`src/rtl/mem_arb_pkg.sv`:
```
// Shared types and constants for the unified-memory port arbiter.
package mem_arb_pkg;

  // FSM encoding: idle/arbitrating, fetch owns the memory, load/store owns the memory.
  typedef enum logic [1:0] {
    ARB_IDLE   = 2'd0,
    ARB_GNT_IF = 2'd1,
    ARB_GNT_LS = 2'd2
  } arb_state_e;

  // Byte-enable width and the read mask at the default 32-bit data width.
  localparam int ARB_DATA_W = 32;
  localparam int BMASK_W    = ARB_DATA_W / 8;
  localparam logic [BMASK_W-1:0] BMASK_ALL = '1;

  // Starvation counter width; STARVE_MAX is limited to 1..15.
  localparam int STARVE_W = 4;

endpackage

```
`src/rtl/arb_starve_ctr.sv`:
```
// Saturating count of load/store grants taken while fetch was waiting.
module arb_starve_ctr
  import mem_arb_pkg::*;
#(
  parameter int MAX = 4
) (
  input  logic clk_i,
  input  logic rst_ni,
  input  logic inc_i,
  input  logic clr_i,
  output logic sat_o,
  output logic lt_o
);

  localparam logic [STARVE_W-1:0] MAX_C = STARVE_W'(MAX);

  logic [STARVE_W-1:0] cnt_q, cnt_d;

  // Clear has priority over increment; increment stops at MAX.
  always_comb begin
    cnt_d = cnt_q;
    if (clr_i) begin
      cnt_d = '0;
    end else if (inc_i && (cnt_q < MAX_C)) begin
      cnt_d = cnt_q + STARVE_W'(1);
    end
  end

  // Counter register.
  always_ff @(posedge clk_i or negedge rst_ni) begin
    if (!rst_ni) begin
      cnt_q <= '0;
    end else begin
      cnt_q <= cnt_d;
    end
  end

  assign lt_o  = (cnt_q < MAX_C);
  assign sat_o = (cnt_q == MAX_C);

endmodule

```
`src/rtl/mem_port_arbiter.sv`:
```
// Arbitrates fetch and load/store access to one single-port memory.
//
// state      | meaning
// -----------+-----------------------------------------------------------
// ARB_IDLE   | no access in flight; arbitrate (except in an ack cycle)
// ARB_GNT_IF | fetch read issued; waiting for i_mem_ack or watchdog
// ARB_GNT_LS | load/store issued; waiting for i_mem_ack or watchdog
module mem_port_arbiter
  import mem_arb_pkg::*;
#(
  parameter int ADDR_W     = 32,
  parameter int DATA_W     = 32,
  parameter int STARVE_MAX = 4,
  parameter int TIMEOUT    = 64
) (
  input  logic                  i_clk,
  input  logic                  i_rst_n,
  input  logic                  i_if_req,
  input  logic [ADDR_W-1:0]     i_if_addr,
  output logic                  o_if_ack,
  output logic [DATA_W-1:0]     o_if_rdata,
  output logic                  o_if_stall,
  input  logic                  i_ls_req,
  input  logic                  i_ls_wren,
  input  logic [ADDR_W-1:0]     i_ls_addr,
  input  logic [DATA_W-1:0]     i_ls_wdata,
  input  logic [DATA_W/8-1:0]   i_ls_bmask,
  output logic                  o_ls_ack,
  output logic [DATA_W-1:0]     o_ls_rdata,
  output logic                  o_ls_stall,
  output logic                  o_mem_req,
  output logic                  o_mem_wren,
  output logic [ADDR_W-1:0]     o_mem_addr,
  output logic [DATA_W-1:0]     o_mem_wdata,
  output logic [DATA_W/8-1:0]   o_mem_bmask,
  input  logic                  i_mem_ack,
  input  logic [DATA_W-1:0]     i_mem_rdata,
  output logic                  o_err,
  output logic                  o_busy
);

  localparam int  BMW    = DATA_W / 8;
  localparam bit  TMO_EN = (TIMEOUT > 0);
  localparam int  TMO_W  = (TIMEOUT > 1) ? $clog2(TIMEOUT + 1) : 1;
  localparam logic [TMO_W-1:0] TMO_LAST = TMO_W'(TIMEOUT - 1);

  arb_state_e        state_q, state_d;
  logic              mem_req_q, mem_req_d;
  logic              mem_wren_q, mem_wren_d;
  logic [ADDR_W-1:0] mem_addr_q, mem_addr_d;
  logic [DATA_W-1:0] mem_wdata_q, mem_wdata_d;
  logic [BMW-1:0]    mem_bmask_q, mem_bmask_d;
  logic              if_ack_q, if_ack_d;
  logic              ls_ack_q, ls_ack_d;
  logic [DATA_W-1:0] if_rdata_q, if_rdata_d;
  logic [DATA_W-1:0] ls_rdata_q, ls_rdata_d;
  logic              err_q, err_d;
  logic [TMO_W-1:0]  tmo_q, tmo_d;

  logic              grant_if, grant_ls;
  logic              starve_lt, starve_sat;
  logic              ls_win;
  logic              done, abort;
  logic [BMW-1:0]    bmask_all;

  // Reuse the package read mask when the data width matches its default.
  if (BMW == BMASK_W) begin : g_pkg_mask
    assign bmask_all = BMASK_ALL;
  end else begin : g_wide_mask
    assign bmask_all = '1;
  end

  arb_starve_ctr #(
    .MAX (STARVE_MAX)
  ) u_starve (
    .clk_i  (i_clk),
    .rst_ni (i_rst_n),
    .inc_i  (grant_ls & i_if_req),
    .clr_i  (grant_if),
    .sat_o  (starve_sat),
    .lt_o   (starve_lt)
  );

  // Load/store has priority until fetch has waited through STARVE_MAX grants.
  assign ls_win = i_ls_req & (~i_if_req | starve_lt);

  // Next-state, grant latching, completion and watchdog abort.
  always_comb begin
    state_d     = state_q;
    mem_req_d   = mem_req_q;
    mem_wren_d  = mem_wren_q;
    mem_addr_d  = mem_addr_q;
    mem_wdata_d = mem_wdata_q;
    mem_bmask_d = mem_bmask_q;
    if_ack_d    = 1'b0;
    ls_ack_d    = 1'b0;
    if_rdata_d  = if_rdata_q;
    ls_rdata_d  = ls_rdata_q;
    err_d       = 1'b0;
    tmo_d       = tmo_q;
    grant_if    = 1'b0;
    grant_ls    = 1'b0;
    done        = 1'b0;
    abort       = 1'b0;

    case (state_q)
      ARB_IDLE: begin
        // The ack cycle is the mandatory gap: the acked requester still
        // shows its request here and must not be granted again.
        if (!(if_ack_q || ls_ack_q)) begin
          if (ls_win) begin
            grant_ls    = 1'b1;
            state_d     = ARB_GNT_LS;
            mem_req_d   = 1'b1;
            mem_wren_d  = i_ls_wren;
            mem_addr_d  = i_ls_addr;
            mem_wdata_d = i_ls_wdata;
            mem_bmask_d = i_ls_wren ? i_ls_bmask : bmask_all;
            tmo_d       = '0;
          end else if (i_if_req) begin
            grant_if    = 1'b1;
            state_d     = ARB_GNT_IF;
            mem_req_d   = 1'b1;
            mem_wren_d  = 1'b0;
            mem_addr_d  = i_if_addr;
            mem_wdata_d = '0;
            mem_bmask_d = bmask_all;
            tmo_d       = '0;
          end
        end
      end
      ARB_GNT_IF, ARB_GNT_LS: begin
        if (TMO_EN) begin
          tmo_d = tmo_q + TMO_W'(1);
        end
        if (i_mem_ack) begin
          done = 1'b1;
        end else if (TMO_EN && (tmo_q == TMO_LAST)) begin
          done  = 1'b1;
          abort = 1'b1;
        end
        if (done) begin
          state_d   = ARB_IDLE;
          mem_req_d = 1'b0;
          err_d     = abort;
          if (state_q == ARB_GNT_IF) begin
            if_ack_d   = 1'b1;
            if_rdata_d = abort ? '0 : i_mem_rdata;
          end else begin
            ls_ack_d   = 1'b1;
            ls_rdata_d = (abort || mem_wren_q) ? '0 : i_mem_rdata;
          end
        end
      end
      default: begin
        state_d   = ARB_IDLE;
        mem_req_d = 1'b0;
      end
    endcase
  end

  // State and registered outputs; reset aborts any access without an ack.
  always_ff @(posedge i_clk or negedge i_rst_n) begin
    if (!i_rst_n) begin
      state_q     <= ARB_IDLE;
      mem_req_q   <= 1'b0;
      mem_wren_q  <= 1'b0;
      mem_addr_q  <= '0;
      mem_wdata_q <= '0;
      mem_bmask_q <= '0;
      if_ack_q    <= 1'b0;
      ls_ack_q    <= 1'b0;
      if_rdata_q  <= '0;
      ls_rdata_q  <= '0;
      err_q       <= 1'b0;
      tmo_q       <= '0;
    end else begin
      state_q     <= state_d;
      mem_req_q   <= mem_req_d;
      mem_wren_q  <= mem_wren_d;
      mem_addr_q  <= mem_addr_d;
      mem_wdata_q <= mem_wdata_d;
      mem_bmask_q <= mem_bmask_d;
      if_ack_q    <= if_ack_d;
      ls_ack_q    <= ls_ack_d;
      if_rdata_q  <= if_rdata_d;
      ls_rdata_q  <= ls_rdata_d;
      err_q       <= err_d;
      tmo_q       <= tmo_d;
    end
  end

  assign o_if_ack    = if_ack_q;
  assign o_if_rdata  = if_rdata_q;
  assign o_if_stall  = i_if_req & ~if_ack_q;
  assign o_ls_ack    = ls_ack_q;
  assign o_ls_rdata  = ls_rdata_q;
  assign o_ls_stall  = i_ls_req & ~ls_ack_q;
  assign o_mem_req   = mem_req_q;
  assign o_mem_wren  = mem_wren_q;
  assign o_mem_addr  = mem_addr_q;
  assign o_mem_wdata = mem_wdata_q;
  assign o_mem_bmask = mem_bmask_q;
  assign o_err       = err_q;
  assign o_busy      = (state_q != ARB_IDLE);

endmodule

```
`config.mk`:
```
export PLATFORM = sky130hd
export DESIGN_NAME = mem_port_arbiter
export DESIGN_NICKNAME = d
export VERILOG_FILES = /design/src/rtl/mem_arb_pkg.sv /design/src/rtl/arb_starve_ctr.sv /design/src/rtl/mem_port_arbiter.sv
export SDC_FILE = /design/constraint.sdc
export NUM_CORES = 1
export LEC_CHECK = 0
export ABC_AREA = 1
export ABC_CLOCK_PERIOD_IN_PS = 1700
export BUFFER_PORTS_ARGS = -buffer_cell sky130_fd_sc_hd__buf_2
export CAP_MARGIN = 0
export CELL_PAD_IN_SITES_DETAIL_PLACEMENT = 1
export CELL_PAD_IN_SITES_GLOBAL_PLACEMENT = 2
export CORE_UTILIZATION = 26
export DETAILED_ROUTE_END_ITERATION = 8
export PLACE_DENSITY = 0.85
export SYNTH_ARGS = -nofsm -noshare
export SYNTH_HDL_FRONTEND = slang
export SYNTH_SLANG_ARGS = --single-unit
```
`constraint.sdc`:
```
create_clock -name i_clk -period 1.7 [get_ports i_clk]
set_input_delay 0.085 -clock i_clk [delete_from_list [all_inputs] [get_ports i_clk]]
set_output_delay 0.085 -clock i_clk [all_outputs]
set_load 0.01 [all_outputs]
```
Word-level counts from Yosys, hierarchy flattened
Cells that the tools add are included.

Bits in registers: 150. Latch bits: 0. Bits in writable memories: 0. ROM bits: 0. Input port bits: 138. Output and inout port bits: 140. Memories: 0.

Add/sub/neg operators: 2. $mul: 0. Divide/modulo/power cells: 0. Magnitude comparators: 1. Equal/unequal tests: 6. Shift operators: 0. Muxes and demuxes: 47. Bitwise logic cells: 10. Reduce and logical (&&, ||, !) cells: 14.

Operators with widths (count): $mux 32 (6); $mux 1 (26); $mux 7 (3); $mux 4 (5); $reduce_and 3->1 (5); $pmux 7 s2 (1); $mux 2 (4); $reduce_bool 2->1 (4); $add 7x1->7 const B (1); $eq 7x6->1 const B (1); $not 1->1 (5); $add 4x1->4 const B (1); $and 1x1->1 (4); $lt 4x3->1 const B (1); $ne 2x2->1 const B (2); $pmux 2 s2 (1); $ne 3x3->1 const B (1); $eq 2x1->1 const B (1); $eq 2x2->1 const B (1); $logic_not 2->1 (1); $logic_or 1x1->1 (2); $pmux 1 s2 (1); $reduce_or 2->1 (1); $logic_and 1x1->1 (1); $or 1x1->1 (1).

Logic depth before layout (Yosys ltp)
Word-level depth: 10. Gate-level depth with buffers: 10. Gate-level depth less buffers: 9.

Cells and area by module
From an unflattened synthesis, not the netlist that was laid out.

Cells, all modules: 802. Area, all modules: 6606.3 um^2.

By module, submodules not included: mem_port_arbiter (instances 1, cells each 778, area an instance 6387.4 um^2, sequential area each 3653.5 um^2); arb_starve_ctr (instances 1, cells each 24, area an instance 219.0 um^2, sequential area each 100.1 um^2).

Worst setup path before layout
OpenSTA, ideal clock, no wires.

Path kind: reg2reg. Start: register state_q[0]. End: register tmo_q[2]. Library setup time: 127 ps. Arrival time: 1365 ps. Path slack: 208 ps. Cell stages (with the launch flop): 11. Buffers on the path: 1. Cell sequence: dfrtp_1 > inv_1 > ha_1 > buf_2 > inv_1 > nand2_1 > nand2_1 > nor2_2 > inv_1 > nand2_1 > o21ai_0.

Cells in the longest elaborated chain, start to end: 4. Elaborated cells on any way between the ends: 9. Classes of those cells: 4 x eq/ne; 1 x mux; 4 x reduce/logical.

Ends and longest elaborated chain: start, declared (RTL line mem_port_arbiter.sv:47) `arb_state_e state_q, state_d;`; start signal, assigned (RTL line mem_port_arbiter.sv:178) `state_q <= state_d;`; $eq 2x1->1 or $eq 2x2->1 (tied branches) (RTL line mem_port_arbiter.sv:106) `case (state_q)`; $reduce_or 2->1 (RTL line mem_port_arbiter.sv:106); $reduce_bool 2->1 (no source line); $reduce_and 3->1 (no source line); end signal, assigned (RTL line mem_port_arbiter.sv:189) `tmo_q <= tmo_d;`; end, declared (RTL line mem_port_arbiter.sv:58) `logic [TMO_W-1:0] tmo_q, tmo_d;`.

Several ways; a longest one is shown, not always the timed one. A chain may end at the register's enable or synchronous reset.

Worst setup path after layout
Start: register tmo_q[0]. End: register ls_rdata_q[31] (netlist: o_ls_rdata[31]).

Cells in the longest elaborated chain, start to end: 6. Elaborated cells on any way between the ends: 9. Classes of those cells: 1 x eq/ne; 6 x mux; 2 x reduce/logical.

Ends and longest elaborated chain: $eq 7x6->1 (*) (RTL line mem_port_arbiter.sv:138) `end else if (TMO_EN && (tmo_q == TMO_LAST)) begin`; $mux 1 (*) (RTL line mem_port_arbiter.sv:138); $mux 1 (RTL line mem_port_arbiter.sv:136) `if (i_mem_ack) begin`; $mux 1 (RTL line mem_port_arbiter.sv:106); $logic_or 1x1->1 (RTL line mem_port_arbiter.sv:151) `ls_rdata_d = (abort || mem_wren_q) ? '0 : i_mem_rdata;`; $mux 32 (RTL line mem_port_arbiter.sv:151); end signal, assigned (RTL line mem_port_arbiter.sv:187) `ls_rdata_q <= ls_rdata_d;`; end, declared (RTL line mem_port_arbiter.sv:56) `logic [DATA_W-1:0] ls_rdata_q, ls_rdata_d;`.

Every way passes the cells marked *; elsewhere a longest branch is shown, timed or not. The select of a mux whose other input is x is not followed.

==> results.cfg <==
[run_status]
status = complete, no violations

[drt]
vias = 6830
drc_errors = 0
firstDrtPassIters = 4
wl_um = 24800
drt_iter0_drc = 377
ant_nets = 0
vias_per_cell = 4.43
route.detailed.wl_per_inst_um = 16.1

[sta]
layout_min_cycle_time_ns = 1.53
maxSlewViolCount = 0
fin_skew_ns = 0.0160
tns_ns = 0
rsz0062_at_grt = no
fin_ws_ns = 0.169
finalHoldViolCount = 0
relSlewSlack = 0.725
finalSetupViolCount = 0
fmax_mhz = 653
tightest_slew_ns = 0.412
finalCritPeriodShare = 0.901

[placed_design]
dpl.cell_count = 1382
gp_congestion = 0.735
post-dp-hpwl_um = 15700
preCtsSetupSlack_ns = 0.0257
placed_area_sq_um = 8430
port-buffer-count = 277

[power_and_ir_drop]
leakage_uw = 0.00575
powerDensity_nw_per_um2 = 1680
vdd_drop_max_mv = 0.731
total_power_uw = 17300

[setup_path]
worstPathArrival_ns = 1.85
cp.depth = 9
cp_slowest_stage_delay_ns = 0.36
required_ns = 2.02
crit_path_end = o_ls_rdata[31]
r2r_start = tmo_q[0]
crit_type = reg2reg
path_max_fanout = 28
startpoint_type = flop
crit_buf_inv = 1
startpoint = tmo_q[0]
cp_slowest_cell = dfrtp_1
reg2reg_to = o_ls_rdata[31]
reg2reg_slack_ns = 0.17
path_delay_family = simple AND/OR/NAND/NOR gates
crit_path_frequent_cell = nand2_1
rr_worst_depth = 9
path_cells = ha_1, nand2_1, nor2_4, nand2_2, nand2_4, nand3_4, buf_12, nand2_1, nand2_1
end_kind = flop

[logic_synthesis]
synthesis.area_sq_um = 6590
yosysWarnings = 0
ys.flop_type = dfrtp_1
synth_top_cell_by_area = dfrtp_1
ys_seq_elements = 150
synth_edf_count = 0
synth_area_leaders = dfrtp_1 (57%), nand2_1 (23%), inv_1 (3.4%), nand4_1 (3.3%), o21ai_0 (2.4%)
async_flop_share = 1.00
synthesis.nets = 946
synthCells = 804
syn_area_per_cell_sq_um = 8.20
ys_seq_area_frac = 0.570
synth_top_cell_area_share = 0.570
synth_cell_types = 23

[die]
die_area_sq_um = 26000
rows = 57
start_util = 0.268
core_area_sq_um = 24600
io_pins = 278
die_w_um = 161
die_h_um = 161

[layout]
final_area_sq_um = 10300
mostFrequentLayoutCells = nand2_1 (398), buf_2 (276), dfrtp_1 (150)
final_cells = 1543
num-nets-final = 1347
areaGrowthSynthToFinish_pct = 56.6
drive_gt1_frac = 0.284
final_common_cell = nand2_1

[global_routing]
grt_pass1_vias = 7385
grt_max_degree = 69
track_usage = 0.197
overflow = 0
grt_first_pass_wirelength_um = 40100
antenna_found_initial = 2

[clock_network]
cts_max_level = 4
cts_root_buffer = clkbuf_16
cts.sinks = 150
cts_buffers = 17
cts_tree = built
insertion_delay_ns = 0.43
clockBufferDepth = 2
clk_pin_slew_ns = 0.07

[min_path]
hp-class = in2reg

[flow_run]
max_cap_violations = 0
==> where the power goes <==
part | internal [uW] | leakage (uW) | switching (uW) | total [uW]
logic | 2870 | 0.00355 | 4550 | 7420
registers | 5150 | 0.00191 | 848 | 6000
clock network | 2130 | 0.000291 | 1760 | 3890
==> registers in the layout, indices dropped and copies added (netlist names) <==
| signal | cells |
|---|---|
| o_if_rdata | 32 |
| o_ls_rdata | 32 |
| o_mem_addr | 32 |
| o_mem_wdata | 32 |
| tmo_q | 7 |
| o_mem_bmask | 4 |
| u_starve.cnt_q | 4 |
| state_q | 2 |
| o_err | 1 |
| o_if_ack | 1 |
| o_ls_ack | 1 |
| o_mem_req | 1 |
| o_mem_wren | 1 |
==> layer usage <==
layer  up-vias  wire, um  global-route usage
met5         -         8                   0
met4         2       567              0.0648
met3        36      1860              0.0634
met2       249     11600               0.323
met1      3267     10800               0.244
li1       3276         -                   -
==> area by class of cell <==
type                    instances  area (sq um)
inverters                      62           233
fillers                      2968         14300
flip-flops and latches        150          3750
multi-input cells             549          2360
clock buffers                  18           439
repair buffers                425          2970
well taps                     324           405
diodes                          1          2.50
clock inverters                14           158
==> cells in the mapped netlist (2+ instances only) <==
master    count
o21ai_1      15
nor2_2        2
nand2_2       3
buf_6         8
nor2_1       38
nor2_4        2
nand3_4       3
buf_2        15
nand4_1      35
inv_1        60
nand3_1      13
o21ai_0      31
dfrtp_1     150
buf_1         2
buf_4         5
ha_1          4
nand2_1     398
inv_2         2
nor3_1        2
clkbuf_1     13
==> per-stage QoR <==
| stage | utilization | hold WS (ns) |
|---|---|---|
| after floorplan | - | -0.211 |
| after global placement | 0.343 | 0.0319 |
| after detailed placement | 0.343 | 0.0310 |
| after CTS | 0.418 | 0.00203 |
| after global routing | 0.419 | 0.00995 |
| final | 0.419 | 0.0124 |
==> worst min-delay path by stage <==
stage          cells past startpoint         endpoint    startpoint  slack, ns
2_1_floorplan                      0            o_err       i_rst_n      -0.21
6_report                           3    o_mem_addr[2]  i_ls_addr[2]       0.01
3_3_place_gp                       1  o_mem_wdata[29]       i_rst_n       0.03
3_5_place_dp                       1  o_mem_wdata[29]       i_rst_n       0.03
5_1_grt                            5    o_mem_addr[0]  i_if_addr[0]       0.01
4_1_cts                            5    o_mem_addr[6]  i_if_addr[6]      0.002
==> worst min-delay path: stages <==
cell     delay (ns)
buf_2          0.11
nor2_1         0.05
o21ai_0        0.16
==> cell families (layout without fill, tap and decap cells) <==
group | after synthesis | count (layout) | share of synthesized area
flip-flops | 150 | 150 | 0.570
AND/OR/NAND/NOR | 498 | 498 | 0.312
other | 0 | 1 | 0
buffers and inverters | 105 | 519 | 0.0746
adder cells (fa/ha/maj) | 4 | 4 | 0.00760
AO/OA/AOI/OAI | 46 | 46 | 0.0349
XOR/XNOR | 1 | 1 | 0.00133
==> repair_timing <==
item	in CTS	in global routing
gates resized for setup	0	5
endpoints found under the hold margin	282	0
setup endpoints to repair	0	22
setup buffers	0	1
hold buffers	127	0
No activity file was read; power rests on OpenSTA's default activity.
